===== src/rtl/nand_ecc_pkg.sv =====
// nand_ecc_pkg: shared NAND page ECC constants, encodings and per-byte Hamming contribution
package nand_ecc_pkg;
  localparam int CHUNK_LOG2 = 7;
  localparam int CHUNK_BYTES = 1 << CHUNK_LOG2;
  localparam int NUM_CHUNKS = 64;
  localparam int ECC_BYTES_PER_CHUNK = 3;
  localparam int SPARE_ECC_BYTES = NUM_CHUNKS * ECC_BYTES_PER_CHUNK;
  localparam logic [1:0] ST_CLEAN = 2'd0;
  localparam logic [1:0] ST_FIXED = 2'd1;
  localparam logic [1:0] ST_ECC_ERR = 2'd2;
  localparam logic [1:0] ST_UNCORR = 2'd3;
  localparam logic [1:0] RS_NONE = 2'd0;
  localparam logic [1:0] RS_OK = 2'd1;
  localparam logic [1:0] RS_FAIL = 2'd2;
  localparam logic [1:0] S_IDLE = 2'd0;
  localparam logic [1:0] S_DATA = 2'd1;
  localparam logic [1:0] S_SPARE = 2'd2;
  localparam logic [1:0] S_DONE = 2'd3;
  // Packed code {cp[5:0], rp[13:0]}; the always-zero rp[15:14]/cp[7:6] are not carried.
  function automatic logic [19:0] byte_ecc(input logic [6:0] a, input logic [7:0] d);
    logic [19:0] e;
    logic [2:0] bb;
    e = '0;
    for (int k = 0; k < 7; k++) e[2*k + int'(a[k])] = ^d;
    for (int k = 0; k < 3; k++)
      for (int b = 0; b < 8; b++) begin
        bb = 3'(b);
        e[14 + 2*k + int'(bb[k])] ^= d[b];
      end
    return e;
  endfunction
endpackage


===== src/rtl/ecc_hamming_acc.sv =====
// ecc_hamming_acc: running rp/cp Hamming accumulator over a chunk, code includes the current byte
module ecc_hamming_acc
  import nand_ecc_pkg::*;
(
  input  logic        clk,
  input  logic        rst,
  input  logic        clr,
  input  logic        en,
  input  logic [6:0]  addr,
  input  logic [7:0]  data,
  output logic [19:0] code
);
  logic [19:0] acc;
  assign code = acc ^ byte_ecc(addr, data);
  always_ff @(posedge clk) begin
    if (rst || clr) acc <= '0;
    else if (en) acc <= code;
  end
endmodule


===== src/rtl/read_ecc_check.sv =====
// read_ecc_check: recomputes per-chunk Hamming ECC on a page read and reports correction records
module read_ecc_check
  import nand_ecc_pkg::*;
(
  input  logic       clk,
  input  logic       rst,
  input  logic       start,
  input  logic [7:0] rd_data,
  input  logic       rd_valid,
  output logic       busy,
  output logic       fix_valid,
  output logic [5:0] fix_chunk,
  output logic [6:0] fix_byte,
  output logic [2:0] fix_bit,
  output logic [1:0] fix_status,
  output logic [1:0] read_success,
  output logic       read_complete,
  output logic [6:0] corr_count
);
  logic [1:0] state;
  logic [13:0] cnt;
  logic [1:0] t;
  logic [6:0] sch;
  logic [15:0] sh;
  logic [19:0] code_r;
  logic erased_r;
  logic cmp_v;
  logic [5:0] cmp_ch;
  logic [19:0] store [NUM_CHUNKS];
  logic [NUM_CHUNKS-1:0] all_ff;
  logic ff_run, any_unc;
  logic en, last, clr, single;
  logic [19:0] nxt, s;
  logic [23:0] code;
  logic [1:0] status;
  assign en = state == S_DATA && rd_valid;
  assign last = en && cnt[6:0] == 7'd127;
  assign clr = last || (state == S_IDLE && start);
  assign code = {rd_data, sh};
  ecc_hamming_acc u_acc (
    .clk  (clk),
    .rst  (rst),
    .clr  (clr),
    .en   (en),
    .addr (cnt[6:0]),
    .data (rd_data),
    .code (nxt)
  );
  assign s = code_r ^ store[cmp_ch];
  // A single flipped data bit toggles exactly one half of every rp/cp pair.
  always_comb begin
    single = 1'b1;
    for (int k = 0; k < 10; k++) single &= s[2*k] ^ s[2*k+1];
  end
  assign status = (erased_r && all_ff[cmp_ch]) || s == '0 ? ST_CLEAN :
                  single ? ST_FIXED :
                  $countones(s) == 1 ? ST_ECC_ERR : ST_UNCORR;
  assign fix_valid = cmp_v;
  assign fix_chunk = cmp_v ? cmp_ch : '0;
  assign fix_status = cmp_v ? status : ST_CLEAN;
  assign fix_byte = cmp_v && status == ST_FIXED ? {s[13], s[11], s[9], s[7], s[5], s[3], s[1]} : '0;
  assign fix_bit = cmp_v && status == ST_FIXED ? {s[19], s[17], s[15]} : '0;
  always_ff @(posedge clk) begin
    if (rst) begin
      state <= S_IDLE;
      busy <= 1'b0;
      cnt <= '0;
      t <= '0;
      sch <= '0;
      sh <= '0;
      code_r <= '0;
      erased_r <= 1'b0;
      cmp_v <= 1'b0;
      cmp_ch <= '0;
      for (int i = 0; i < NUM_CHUNKS; i++) store[i] <= '0;
      all_ff <= '0;
      ff_run <= 1'b0;
      any_unc <= 1'b0;
      read_success <= RS_NONE;
      read_complete <= 1'b0;
      corr_count <= '0;
    end else begin
      cmp_v <= 1'b0;
      if (state == S_IDLE && start) begin
        state <= S_DATA;
        busy <= 1'b1;
        cnt <= '0;
        t <= '0;
        sch <= '0;
        ff_run <= 1'b1;
        any_unc <= 1'b0;
        read_success <= RS_NONE;
        read_complete <= 1'b0;
        corr_count <= '0;
      end
      if (en) begin
        cnt <= cnt == 14'd8191 ? '0 : cnt + 14'd1;
        ff_run <= last | (ff_run & rd_data == 8'hFF);
        if (last) begin
          store[cnt[12:7]] <= nxt;
          all_ff[cnt[12:7]] <= ff_run & rd_data == 8'hFF;
        end
        if (cnt == 14'd8191) state <= S_SPARE;
      end
      if (state == S_SPARE && rd_valid && !sch[6]) begin
        sh <= code[23:8];
        t <= t == 2'd2 ? 2'd0 : t + 2'd1;
        if (t == 2'd2) begin
          code_r <= {code[21:16], code[13:0]};
          erased_r <= code == 24'hFFFFFF;
          cmp_v <= 1'b1;
          cmp_ch <= sch[5:0];
          sch <= sch + 7'd1;
        end
      end
      if (cmp_v) begin
        if ((status == ST_FIXED || status == ST_ECC_ERR) && corr_count < 7'd64) corr_count <= corr_count + 7'd1;
        if (status == ST_UNCORR) any_unc <= 1'b1;
        if (cmp_ch == 6'd63) state <= S_DONE;
      end
      if (state == S_DONE) begin
        read_complete <= 1'b1;
        read_success <= any_unc ? RS_FAIL : RS_OK;
        busy <= 1'b0;
        state <= S_IDLE;
      end
    end
  end
endmodule


===== config.mk =====
export PLATFORM = sky130hd
export DESIGN_NAME = read_ecc_check
export DESIGN_NICKNAME = d
export VERILOG_FILES = /design/src/rtl/nand_ecc_pkg.sv /design/src/rtl/ecc_hamming_acc.sv /design/src/rtl/read_ecc_check.sv
export SDC_FILE = /design/constraint.sdc
export NUM_CORES = 2
export LEC_CHECK = 0
export ABC_CLOCK_PERIOD_IN_PS = 8600
export CORE_UTILIZATION = 55
export DETAILED_ROUTE_END_ITERATION = 12
export PLACE_DENSITY_LB_ADDON = 0.05
export SYNTH_ARGS = -nofsm -noshare
export SYNTH_HDL_FRONTEND = slang
export SYNTH_HIERARCHICAL = 1
export SYNTH_SLANG_ARGS = --single-unit

===== constraint.sdc =====
create_clock -name clk -period 8.6 [get_ports clk]
set_input_delay 1.29 -clock clk [delete_from_list [all_inputs] [get_ports clk]]
set_output_delay 1.29 -clock clk [all_outputs]
set_load 0.02 [all_outputs]

# Word-level counts from Yosys, hierarchy flattened
# Memories as Yosys holds them, arrays and structs flattened. A register that Yosys moved wholly into a read port is not among the register bits.
# Index checks and enable logic that the tools add are counted.
# totals
register_bits	166
ram_bits	1280
inputBits	12
out_inout_bits	30
elab_cells	229
mem_count	1
# op_classes
n_addsub	29
order_cmp	18
n_eq_ne	13
mux	70
bitwise	49
n_reduce_logical	32
# mem_list
memory	words	width	read_ports	rd_clocked_by_memory_dff	write_ports	line_no	rtl
store	64	20	1	1	64	read_ecc_check.sv:29	logic [19:0] store [NUM_CHUNKS];
# ops
cell	count
>= comparator 32 x 1 -> 1 bit, second input constant	6
< comparator 32 x 7 -> 1 bit, second input constant	6
bitwise mux 20 bit	6
bitwise mux 64 bit	1
2-to-1 mux 7 bit	7
2-to-1 mux 14 bit	3
XOR 20 bit	2
XOR 1 bit	34
demux 1 bit (select 5 bit)	6
2-to-1 mux 2 bit	13
2-to-1 mux 1 bit	25
equality test 24 bit, second input constant	1
2-to-1 mux 6 bit	4
adder 1 x 1 -> 2 bit	10
AND 20 x 2 -> 20 bit	1
zero test 20 bit	1
2-to-1 mux 20 bit	1
OR reduction 20 bit	1
logical AND 1 bit	16
adder 2 x 2 -> 3 bit	5
adder 4 x 1 -> 5 bit, first input constant	3
adder 14 x 1 -> 14 bit, second input constant	1
adder 7 x 1 -> 7 bit, second input constant	2
equality test 14 x 13 -> 1 bit, second input constant	1
31 further kinds	55

# Logic depth before layout (Yosys ltp)
# logic_depth
depth_word	18
mapped_depth	35
mapped_depth_nobuf	29

# By module
# The synthesis kept the hierarchy.
# by_module_without_submodules
mod	n_inst	cells_per_inst	area_each_um2	seq_area_each_um2
read_ecc_check	1	4603	66075.9	41479.8
ecc_hamming_acc	1	145	1275.0	400.4

# Worst setup path after synthesis
# Ideal clock, no wire load.
# synth_timing
kind	register -> output
from	register with a tool-made name
to	output fix_byte[4]
arrival_time_ps	7023
required_time_ps	7310
path_slack_ps	287
stages_incl_launch_ff	26
path_buffers	4
path_cell_list	dfxtp_1 -> buf_2 -> buf_2 -> buf_4 -> buf_4 -> mux4_2 -> o22ai_1 -> o22ai_1 -> a32oi_1 -> xor2_1 -> fa_1 -> fa_1 -> fa_1 -> fa_1 -> fa_1 -> inv_1 -> ha_1 -> fa_1 -> nor4b_1 -> nand3_1 -> nor2_1 -> nor2_1 -> ha_1 -> nand2_1 -> or2_2 -> mux2i_1
# synth_rtl
item	line_no	rtl
to (decl)	read_ecc_check.sv:13	output logic [6:0] fix_byte,

==> metrics.md <==
| Metric | Value |
|---|---|
| Status | `finished with violations` |
| Failing checks | `setup timing` |
| Root buffer cell | `clkbuf_16` |
| Footprint of the multi-input gates | `0.0242 mm^2` |
| EDFF count, synth | `1280` |
| H-Tree Depth | `4` |
| Num Clock Sinks | `1452` |
| Crit path largest cell delay | `0.57 ns` |
| Initial antenna violation count | `15` |
| Final setup vio count | `11` |
| Final clock skew | `0.0248 ns` |
| Most frequent cells in the layout | `and2_1 (1295), edfxtp_1 (1280), mux4_2 (372), buf_4 (330), nand2_1 (211)` |
| Final core occ | `63.5%` |
| Synth warn | `6` |
| Initial core utilization | `55.4%` |
| CTS buffer count | `157` |
| Final nets | `4911` |
| Startpoint Class | `flip-flop` |
| Xor/xnor cell area share of the yosys netlist | `0.858%` |
| Layout cells sized above 1 | `22.9%` |
| I/O Pins | `42` |
| Stages on the worst setup path | `27` |
| Dpl cells | `6288` |
| Hold worst-path end | `all_ff[46]` |
| Post-synthesis cell count | `4748` |
| P_leak | `26.8 nW` |
| Final Hold Viols | `0` |
| Reg area | `0.0419 mm^2` |
| Hold_sp | `all_ff[46]` |
| Library cells used by synthesis | `67` |
| Post-synth top area share | `57.1%` |
| CTS tree | `built` |
| Vias in the first global route | `40195` |
| Dpl hpwl | `130000 um` |
| Most common cell after layout, fill and taps aside | `and2_1` |
| Worst path arrival time | `8.04 ns` |
| DR pass1 iterations | `6` |
| Drt wl/cell | `32.0 um` |
| Crit path time final | `9.33 ns` |
| GR Util All Layers | `34.3%` |
| Most used DFF post-synth | `edfxtp_1` |
| IO buf count | `41` |
| Row cnt | `128` |
| Syn_nets | `4797` |
| Slew at the pin closest to its max-slew limit | `1.39 ns` |
| Pin count of the biggest net entering global routing | `139` |
| Worst EP required | `7.31 ns` |
| RSZ-0062 raised after global routing | `true` |
| Critical Path Sink Type | `output pin` |
| Final WL | `211000 um` |
| Worst path bufs/invs | `6` |
| Fin cells | `6614` |
| #FFs+latches synth | `1452` |
| Area delta synth->final | `14.6%` |
| Gp weighted congestion | `0.964` |
| Slowest-stage cell, CP | `fa_1` |
| Post-Syn Area per Cell | `14.2 um^2` |
| Die Wd | `352 um` |
| Max-cap violations | `0` |
| Initial DRC count | `5724` |
| Fin. max-slew vios | `0` |
| Vias/cell | `6.28` |
| Delay-heaviest family, CP | `adder cells` |
| Die height | `352 um` |
| Post-synthesis compound-gate area fraction | `3.54%` |
| Adder-cell area share of the yosys netlist | `0.843%` |
| Worst vdd ir | `252 uV` |
| Area contributors post-synth | `edfxtp_1 (57%), mux4_2 (12%), and2_1 (12%)` |
| Fin crit share | `109%` |
| Fillers | `8904` |
| Synth async-reset ratio | `0%` |
| Worst-case reg-to-reg path depth | `28` |
| Mux contribution to synthesized area | `13.4%` |
| Synthesized area | `0.0674 mm^2` |
| First-pass GRT wire length | `300000 um` |
| Remaining antenna violation count | `0` |
| Count of hold-fix buffers inserted at cts | `0` |
| Crit-path max FO | `5` |
| Final WS setup | `-0.732 ns` |
| CP dominant cell by count | `fa_1` |
| Clock transition at path regs | `0.05 ns` |
| Die area | `0.124 mm^2` |
| Fmax achieved | `107 MHz` |
| Via count | `41525` |
| Reg2reg end | `corr_count[3]` |
| Power per standard cell area | `210 mW/mm^2` |
| GR Overflow Total | `0` |
| R2R setup slack | `0.84 ns` |
| WHS Path Cells | `2` |
| Core area | `0.122 mm^2` |
| Worst hold path class | `reg2reg` |
| Post-synthesis sequential area ratio | `62.2%` |
| Worst-Skew Late Latency | `0.81 ns` |
| Drc violations | `0` |
| Yosys top cell by area | `edfxtp_1` |
| CP Class | `reg2out` |
| Largest family of logic cells by synthesized area | `simple AND/OR/NAND/NOR gates` |
| Max clock buf depth | `3` |
| Max_slew headroom | `6.33%` |
| Post-Synth Simple-Gate Area | `16.0%` |
==> timing repair <==
| action | 4_1_cts | 5_1_grt |
|---|---|---|
| endpoints found under the setup margin | 11 | 11 |
| pin swaps | 13 | 5 |
| setup buffers | 31 | 10 |
| gates cloned | 2 | 0 |
| gates resized for setup | 87 | 33 |
==> logic make-up (layout without fill, tap and decap cells) <==
group | Yosys count | after routing
simple gates | 1869 | 1869
mux | 435 | 435
fa+ha+maj | 37 | 37
buf+inv | 518 | 758
other cells | 0 | 1
compound gates | 371 | 371
xor+xnor | 66 | 66
flops | 1452 | 1452
==> sequential cells by signal, summed over array words and instances (netlist names), named ones only <==
signal         count
fix_valid          1
busy               1
cnt               14
t                  2
erased_r           1
read_success       2
store           1280
read_complete      1
sh                16
u_acc/acc         20
any_unc            1
state              2
cmp_ch             6
corr_count         7
all_ff            64
ff_run             1
code_r            20
sch                7
==> metrics by stage <==
step	setup WS, ns	setup TNS (ns)	hold slack, ns	power (W)	cell area [um^2]
2_1_floorplan	0.287	0	0.431	0.00886	67400
3_3_place_gp	-1.16	-11.24	0.441	0.00954	71500
3_5_place_dp	-1.08	-11.03	0.445	0.00956	71500
4_1_cts	-0.724	-7.74	0.456	0.0162	77000
5_1_grt	-0.873	-9.21	0.473	0.0166	77200
6_report	-0.732	-7.75	0.456	0.0162	77200
==> area by class of cell <==
class                   instances  share of cell area, %
diodes                          1                0.00324
clock buffers                 193                   5.44
clock inverters                92                   1.10
inverters                      50                  0.243
multi-input cells            2778                   31.3
flip-flops and latches       1452                   54.3
well taps                    1625                   2.63
repair buffers                423                   5.03
==> worst max-delay path by stage <==
stage              start     endpoint  slack, ns
2_1_floorplan  flip-flop  fix_byte[4]       0.29
3_3_place_gp   flip-flop  fix_byte[4]      -1.16
3_5_place_dp   flip-flop  fix_byte[4]      -1.08
4_1_cts        flip-flop  fix_byte[4]      -0.72
5_1_grt        flip-flop  fix_byte[4]      -0.87
6_report       flip-flop  fix_byte[3]      -0.73
==> synth_stat cells (22+ instances only) <==
| library cell | n |
|---|---|
| buf_2 | 34 |
| nor3_1 | 45 |
| dfxtp_1 | 172 |
| a21oi_1 | 119 |
| nand2b_1 | 22 |
| mux2i_1 | 57 |
| clkbuf_1 | 364 |
| edfxtp_1 | 1280 |
| nand3_1 | 48 |
| inv_1 | 46 |
| a21o_1 | 48 |
| o21ai_1 | 54 |
| ha_1 | 23 |
| nand2_1 | 212 |
| a22oi_1 | 25 |
| mux4_2 | 372 |
| and2_1 | 1296 |
| buf_1 | 38 |
| xnor2_1 | 45 |
| nor2_1 | 135 |
==> routing by layer <==
metal | share of wire (%) | wire length [um] | GRT usage, %
met1 | 40 | 83600 | 48.5
met4 | 4.3 | 8990 | 13.5
met2 | 46 | 97100 | 52.4
met5 | 0.019 | 40 | 0
met3 | 10 | 21600 | 7.16
==> tightest hold or removal path, cell delays in order, from the launching register on <==
cell	delay (ns)
dfxtp_1	0.31
inv_1	0.05
o21ai_1	0.06
==> where the power goes <==
group / internal, W / switching (W) / total [W]
Clock: 0.00384 / 0.00288 / 0.00672
Sequential: 0.00796 / 0.0000976 / 0.00805
Combinational: 0.000362 / 0.00105 / 0.00141
(Power assumes the default switching activity.)
